## config.mk

```make
export PLATFORM = sky130hd
export DESIGN_NAME = digit_scan_decoder
export DESIGN_NICKNAME = d
export VERILOG_FILES = /design/src/rtl/digit_scan_decoder.sv
export SDC_FILE = /design/constraint.sdc
export NUM_CORES = 1
export LEC_CHECK = 0
export ABC_AREA = 1
export BUFFER_PORTS_ARGS = -buffer_cell sky130_fd_sc_hd__buf_2
export CAP_MARGIN = 5
export CORE_AREA = 2 2 39 41
export CTS_CLUSTER_DIAMETER = 60
export DETAILED_ROUTE_END_ITERATION = 16
export DIE_AREA = 0 0 41 43
export GPL_TIMING_DRIVEN = 0
export PLACE_DENSITY = 0.56
export SYNTH_ARGS = -nofsm -noshare
export SYNTH_HDL_FRONTEND = slang
export SYNTH_SLANG_ARGS = --single-unit
```

## constraint.sdc

```tcl
create_clock -name clk -period 1.71 [get_ports clk]
set_input_delay 0 -clock clk [delete_from_list [all_inputs] [get_ports clk]]
set_output_delay 0 -clock clk [all_outputs]
set_load 0.05 [all_outputs]
```

## src/rtl/digit_scan_decoder.sv

```systemverilog
// digit_scan_decoder: prescaled digit scanner that drives a registered one-hot
// digit-select bus for a multiplexed 7-segment display, with per-digit
// blanking, synchronous restart and freeze.
// Optional build macro: DSD_GHOST_GUARD_EN adds GUARD cycles of anti-ghosting
// dead time (Y forced to 0) at the start of every digit slot.
module digit_scan_decoder #(
    parameter int SEL_W      = 2,
    parameter int NUM_DIGITS = 4,
    parameter int PRESCALE   = 4,
    parameter int GUARD      = 1
) (
    input  logic                  clk,
    input  logic                  rst_n,
    input  logic                  en,
    input  logic                  clr,
    input  logic [NUM_DIGITS-1:0] blank_mask,
    output logic [SEL_W-1:0]      sel,
    output logic [NUM_DIGITS-1:0] Y,
    output logic                  step,
    output logic                  wrap
);

    localparam int                PW       = (PRESCALE > 1) ? $clog2(PRESCALE) : 1;
    localparam logic [PW-1:0]     PRE_LAST = PW'(PRESCALE - 1);
    localparam logic [SEL_W-1:0]  SEL_LAST = SEL_W'(NUM_DIGITS - 1);

    // Elaboration-time parameter sanity checks
    if (NUM_DIGITS < 2 || NUM_DIGITS > (1 << SEL_W)) begin : g_bad_num_digits
        $error("digit_scan_decoder: NUM_DIGITS must be 2..2**SEL_W");
    end
    if (PRESCALE < 1) begin : g_bad_prescale
        $error("digit_scan_decoder: PRESCALE must be >= 1");
    end
`ifdef DSD_GHOST_GUARD_EN
    if (GUARD < 0 || GUARD > PRESCALE - 1) begin : g_bad_guard
        $error("digit_scan_decoder: GUARD must be 0..PRESCALE-1");
    end
`else
    // GUARD has no effect in this build
    if (GUARD < 0) begin : g_guard_unused
    end
`endif

    logic [PW-1:0]         pre;
    logic [PW-1:0]         pre_n;
    logic [SEL_W-1:0]      sel_n;
    logic [NUM_DIGITS-1:0] y_n;
    logic                  step_n;
    logic                  wrap_n;

    // Next-state: prescaler, digit index, pulses and the one-hot select
    always_comb begin
        pre_n  = pre;
        sel_n  = sel;
        step_n = 1'b0;
        wrap_n = 1'b0;
        y_n    = '0;

        if (clr) begin
            pre_n = '0;
            sel_n = '0;
        end else if (en) begin
            if (pre == PRE_LAST) begin
                pre_n  = '0;
                step_n = 1'b1;
                // Any index at or past the last digit (only reachable by
                // upset) returns to 0; wrap only flags the legal transition.
                if (sel >= SEL_LAST) begin
                    sel_n  = '0;
                    wrap_n = (sel == SEL_LAST);
                end else begin
                    sel_n = sel + 1'b1;
                end
            end else begin
                pre_n = pre + 1'b1;
            end
        end

        // Y is decoded from the next index so it changes together with sel;
        // an out-of-range index matches no bit and leaves Y at zero.
        if (en) begin
            for (int unsigned k = 0; k < NUM_DIGITS; k++) begin
                y_n[k] = (sel_n == SEL_W'(k)) && !blank_mask[k];
            end
`ifdef DSD_GHOST_GUARD_EN
            if (int'(pre_n) < GUARD) begin
                y_n = '0;
            end
`endif
        end
    end

    // State and output registers
    always_ff @(posedge clk or negedge rst_n) begin
        if (!rst_n) begin
            pre  <= '0;
            sel  <= '0;
            Y    <= '0;
            step <= 1'b0;
            wrap <= 1'b0;
        end else begin
            pre  <= pre_n;
            sel  <= sel_n;
            Y    <= y_n;
            step <= step_n;
            wrap <= wrap_n;
        end
    end

endmodule

```

==> results.sh, run 1 <==
export IMPL_gr_total_overflow=0
export IMPL_grt_pass1_vias=294
export IMPL_crit_start="pre[0]"
export IMPL_avgViaCountPerCell=3.90
export IMPL_cts_hold_buffers_added=5
export IMPL_gr_usage_all_layers_pct=11.2
export IMPL_end_kind="flip-flop"
export IMPL_drv_cap=0
export IMPL_cts_tree="done"
export IMPL_cts_resized_gates=0
export IMPL_max_slew_margin_rel_pct=83.5
export IMPL_num_rows=14
export IMPL_min_path_type="in2reg"
export IMPL_synthCells=47
export IMPL_drc=0
export IMPL_powerDensity_mw_per_mm2=763
export IMPL_syn_avg_cell_area_um2=9.48
export IMPL_dp_hpwl_um=584
export IMPL_cts_root_buffer="clkbuf_4"
export IMPL_period_share_pct=69.9
export IMPL_io_pins=16
export IMPL_synthToLayoutAreaGrowth_pct=37.6
export IMPL_clock_sinks=10
export IMPL_cts_max_level=1
export IMPL_r2r_start="pre[0]"
export IMPL_antenna_found_initial=0
export IMPL_cp_required_ns=1.86
export IMPL_period_minus_slack_ns=1.20
export IMPL_final_nets=82
export IMPL_vias=335
export IMPL_die_area_mm2=0.00176
export IMPL_mostFrequentLayoutCells="15 x buf_2, 11 x nor2_1, 10 x dfrtp_1, 7 x inv_1, 6 x nand2_1"
export IMPL_ir_worst_vdd_mv=0.360
export IMPL_cp_slowest_cell="dfrtp_1"
export IMPL_diodes=0
export IMPL_reg2reg_setup_slack_ns=0.51
export IMPL_clock_latency_ns=0.26
export IMPL_cp_arrival_ns=1.34
export IMPL_layout_drive_gt1_share_pct=32.9
export IMPL_cpMostUsedCell="inv_1"
export IMPL_crit_path_max_fanout=6
export IMPL_cts_buffers=3
export IMPL_post_route_worst_setup_slack_ns=0.514
export IMPL_grt_pass1_wl_mm=1.21
export IMPL_clockBufferDepth=2
export IMPL_synth_cell_type_count=15
export IMPL_status="finished clean"
export IMPL_finClkSkew_ns=0.00673
export IMPL_hold_viol=0
export IMPL_p_leak_nw=0.351
export IMPL_gp_congestion=0.660
export IMPL_layout_commonest_cell="buf_2"
export IMPL_initial_core_util_pct=32.2
export IMPL_crit_buf_inv=2
export IMPL_netlist_area_leader_share_pct=56.2
export IMPL_drtIter0Drc=3
export IMPL_netlist_area_um2=445
export IMPL_pre_cts_ws_ns=0.525
export IMPL_wl_per_cell_um=9.23
export IMPL_die_w_um=41
export IMPL_yosys_warnings=0
export IMPL_maxSlewViolCount=0
export IMPL_hold_path_startpoint="en"
export IMPL_setup_viol=0
export IMPL_path_cells="ha_1 -> nand2_2 -> inv_1 -> nand2_1 -> nand3_2 -> inv_1 -> nor2_1"
export IMPL_post_cts_setup_buffer_count=0
export IMPL_crit_path_start_kind="flip-flop"
export IMPL_synth_seq_area_share_pct=56.2
export IMPL_ant_nets=0
export IMPL_core_mm2=0.00138
export IMPL_yosys_area_top_type="dfrtp_1"
export IMPL_die_h_um=43
export IMPL_n_fill_cell=148
export IMPL_drt_pass1_iter_count=2
export IMPL_drt_total_wl_um=794
export IMPL_path_clk_slew_ns=0.06
export IMPL_syn_nets=57
export IMPL_max_stage_delay_ns=0.40
export IMPL_ys_ff_latch=10
export IMPL_rsz0062_at_grt="false"
export IMPL_grt_max_degree=11
export IMPL_finalSetupTns_ns=0
export IMPL_critPathKind="reg2reg"
export IMPL_synth_top_cells_by_area="dfrtp_1 56%, nor2_1 9.3%, inv_1 5.9%"
export IMPL_fmax_ghz=0.836
export IMPL_io_buffers=15
export IMPL_worst_pin_slew_ns=0.250
export IMPL_crit_family="flip-flops"
worst paths after layout:
path	depth (start not counted)	endpoint
min in group asynchronous	2	sel[1]
worst max-delay path	7	Y[1]
worst min-delay path	3	pre[0]
worst max register to register	7	Y[1]
max in group asynchronous	2	Y[1]
worst min register to register	2	pre[1]
layout make-up:
| cell class | count | area, um^2 | area share, % |
|---|---|---|---|
| inverters | 7 | 26.3 | 4.29 |
| well taps | 16 | 20.0 | 3.27 |
| repair buffers | 20 | 125 | 20.4 |
| multi-input cells | 30 | 169 | 27.6 |
| flip-flops and latches | 10 | 250 | 40.8 |
| clock buffers | 3 | 22.5 | 3.67 |
power by group:
part           switching, mW  internal, mW
sequential           0.00458         0.245
clock                 0.0709        0.0808
combinational         0.0394        0.0275
cell families (layout without fill, tap and decap cells):
kind of cell | Yosys count | in the layout | share of synthesized area [%]
AND/OR/NAND/NOR | 25 | 25 | 27.5
adder cells (fa/ha/maj) | 2 | 2 | 5.62
flip-flops | 10 | 10 | 56.2
buffers and inverters | 7 | 30 | 5.90
XOR/XNOR | 1 | 1 | 1.97
AO/OA/AOI/OAI | 2 | 2 | 2.81
sequential cells by signal, summed over array words and instances, names as in the netlist:
signal	cells
wrap	1
step	1
pre	2
Y	4
sel	2
metal layers:
layer | part of all wire (%) | GRT usage [%] | routed length, um | vias up
li1 | - | - | - | 189
met1 | 50 | 14.9 | 395 | 133
met2 | 42 | 13.1 | 337 | 11
met3 | 5.2 | 4.71 | 41 | 2
met4 | 2.4 | 10.0 | 19 | 0
met5 | 0 | 0 | 0 | -
worst reg2reg max path, cell delays in order, from the launching register on:
cell     delay, ns
dfrtp_1       0.40
ha_1          0.21
nand2_2       0.12
inv_1         0.07
nand2_1       0.07
nand3_2       0.10
inv_1         0.08
nor2_1        0.05
cells in the mapped netlist:
cell,count
dfrtp_1,10
ha_1,2
inv_1,7
nand2_1,6
nand2_2,2
nand3_2,1
nor2_1,11
nor2_2,1
nor2_4,1
nor3_1,1
nor3b_1,1
o21ai_0,1
o21bai_1,1
or2_0,1
xnor2_1,1
stage by stage:
stage	total power [mW]	hold WS, ns	cells	utilization (%)	instance area, um^2
detailed placement	0.312	-0.125	78	39.1	541
global placement	0.312	-0.128	78	39.1	541
CTS	0.478	0.0670	86	44.3	613
finish	0.468	0.0737	86	44.3	613
global route	0.498	0.0744	86	44.3	613
floorplan	0.290	-0.296	47	-	445
No activity file was read; power rests on OpenSTA's default activity.
==> inputs of run 2 (changes only) <==
--- a/config.mk
+++ b/config.mk
@@ -13,7 +13,7 @@
 export DETAILED_ROUTE_END_ITERATION = 16
 export DIE_AREA = 0 0 41 43
 export GPL_TIMING_DRIVEN = 0
-export PLACE_DENSITY = 0.56
+export PLACE_DENSITY = 0.58
 export SYNTH_ARGS = -nofsm -noshare
 export SYNTH_HDL_FRONTEND = slang
 export SYNTH_SLANG_ARGS = --single-unit
==> constraint.sdc (replaced) <==
create_clock -name clk -period 1 [get_ports clk]
set_input_delay 0 -clock clk [delete_from_list [all_inputs] [get_ports clk]]
set_output_delay 0 -clock clk [all_outputs]
set_load 0.05 [all_outputs]
==> results.sh, run 2 (same netlist as run 1, synthesis figures left out) <==
export IMPL_cp_required_ns=1.16
export IMPL_diodes=0
export IMPL_status="complete, but fails checks"
export IMPL_drt_pass1_iter_count=3
export IMPL_top_regs="Y x4, pre x2, sel x2"
export IMPL_end_kind="flip-flop"
export IMPL_clock_sinks=10
export IMPL_r2r_start="pre[0]"
export IMPL_vias=376
export IMPL_drc=0
export IMPL_crit_path_max_fanout=5
export IMPL_drtIter0Drc=3
export IMPL_dp_hpwl_um=578
export IMPL_mostFrequentLayoutCells="15 x buf_2, 10 x nor2_1, 8 x dfrtp_1, 5 x dlygate4sd3_1"
export IMPL_final_area_um2=696
export IMPL_critPathKind="reg2reg"
export IMPL_setup_viol=8
export IMPL_ir_worst_vdd_mv=0.592
export IMPL_core_mm2=0.00138
export IMPL_grt_max_degree=11
export IMPL_drt_total_wl_um=921
export IMPL_gr_usage_all_layers_pct=12.2
export IMPL_avgViaCountPerCell=4.13
export IMPL_post_route_worst_setup_slack_ns=-0.141
export IMPL_hold_depth=3
export IMPL_cts_max_level=1
export IMPL_io_buffers=15
export IMPL_io_pins=16
export IMPL_path_clk_slew_ns=0.07
export IMPL_hold_viol=0
export IMPL_gr_total_overflow=0
export IMPL_period_share_pct=114
export IMPL_hold_path_startpoint="en"
export IMPL_cts_tree="done"
export IMPL_ant_nets=0
export IMPL_die_area_mm2=0.00176
export IMPL_layout_drive_gt1_share_pct=52.0
export IMPL_grt_pass1_wl_mm=1.28
export IMPL_num_rows=14
export IMPL_synthToLayoutAreaGrowth_pct=56.2
export IMPL_finalSetupTns_ns=-0.733
export IMPL_clockBufferDepth=2
export IMPL_wl_per_cell_um=10.1
export IMPL_cp_arrival_ns=1.30
export IMPL_largest_register="Y"
export IMPL_die_w_um=41
export IMPL_p_leak_nw=0.375
export IMPL_placed_area_um2=556
export IMPL_maxSlewViolCount=0
export IMPL_final_nets=86
export IMPL_violations="setup timing"
export IMPL_clock_latency_ns=0.27
export IMPL_antenna_found_initial=0
export IMPL_crit_start="pre[0]"
export IMPL_max_slew_margin_rel_pct=83.5
export IMPL_grt_pass1_vias=310
export IMPL_crit_path_start_kind="flip-flop"
export IMPL_largest_register_ffs=4
export IMPL_period_minus_slack_ns=1.14
export IMPL_worst_pin_slew_ns=0.249
export IMPL_cts_buffers=3
export IMPL_fmax_ghz=0.876
export IMPL_drv_cap=0
export IMPL_gp_congestion=0.682
export IMPL_n_fill_cell=133
export IMPL_finClkSkew_ns=0.00406
export IMPL_min_path_type="in2reg"
export IMPL_rr_worst_depth=5
export IMPL_layout_commonest_cell="buf_2"
export IMPL_die_h_um=43
export IMPL_powerDensity_mw_per_mm2=1340
export IMPL_cts_root_buffer="clkbuf_4"
export IMPL_rsz0062_at_grt="true"
export IMPL_initial_core_util_pct=32.2
export IMPL_hold_ws_ns=0.0621
[run 2: changes by cell type in the layout (fill, tap and decap cells not counted), moves of 2 or more]
cell / change
dfrtp_2: +2
inv_2: +3
dfrtp_1: -2
buf_4: +3
ha_1: -2
inv_1: -3
nand2_1: -2
[run 2: critical path, cell delays in order (launching register included)]
cell and delay [ns]:
dfrtp_1 0.36, ha_2 0.20, nand2_4 0.07, nor2_2 0.19, nor2_4 0.07, buf_4 0.14
[run 2: final cells by class]
class,instances,area (um^2),share of cell area (%)
Clock buffer,4,36.3,5.22
Inverter,7,26.3,3.78
Multi-Input combinational cell,30,201,29.0
Sequential cell,10,253,36.3
Tap cell,16,20.0,2.88
Timing Repair Buffer,24,159,22.8
[run 2: final timing paths]
kind                            slack, ns      to
worst min-delay path                 0.06  pre[0]
max in group asynchronous            0.68  sel[0]
worst max-delay path                -0.14  sel[0]
worst max register to register      -0.14  sel[0]
worst min register to register       0.56  pre[1]
min in group asynchronous            0.11    step
[run 2: through the flow]
step	power, mW	instances	setup slack (ns)	util [%]
after global placement	0.537	78	-0.195	40.1
after floorplan	0.499	47	-0.201	-
after CTS	0.931	90	-0.128	48.6
final	0.929	91	-0.141	50.3
after detailed placement	0.538	78	-0.187	40.1
after global routing	0.979	91	-0.188	50.3
[run 2: repair_timing]
action / in CTS / in global routing
pin swaps: 7 / 2
resized for setup: 4 / 6
setup buffers: 3 / 1
setup endpoints to repair: 7 / 8
hold buffers: 5 / 0
hold endpoints to repair: 16 / 0
[run 2: per-layer routing]
metal	GRT usage, %	vias to the layer above	wire length, um
met4	12.0	0	19
met5	0	-	0
met3	6.28	2	49
li1	-	197	-
met1	14.8	164	410
met2	14.4	13	441
[run 2: where the power goes]
group	switching (mW)	leakage, nW	internal (mW)	total (mW)
logic	0.0746	0.221	0.0602	0.135
registers	0.00903	0.133	0.418	0.428
clock network	0.145	0.0210	0.221	0.366
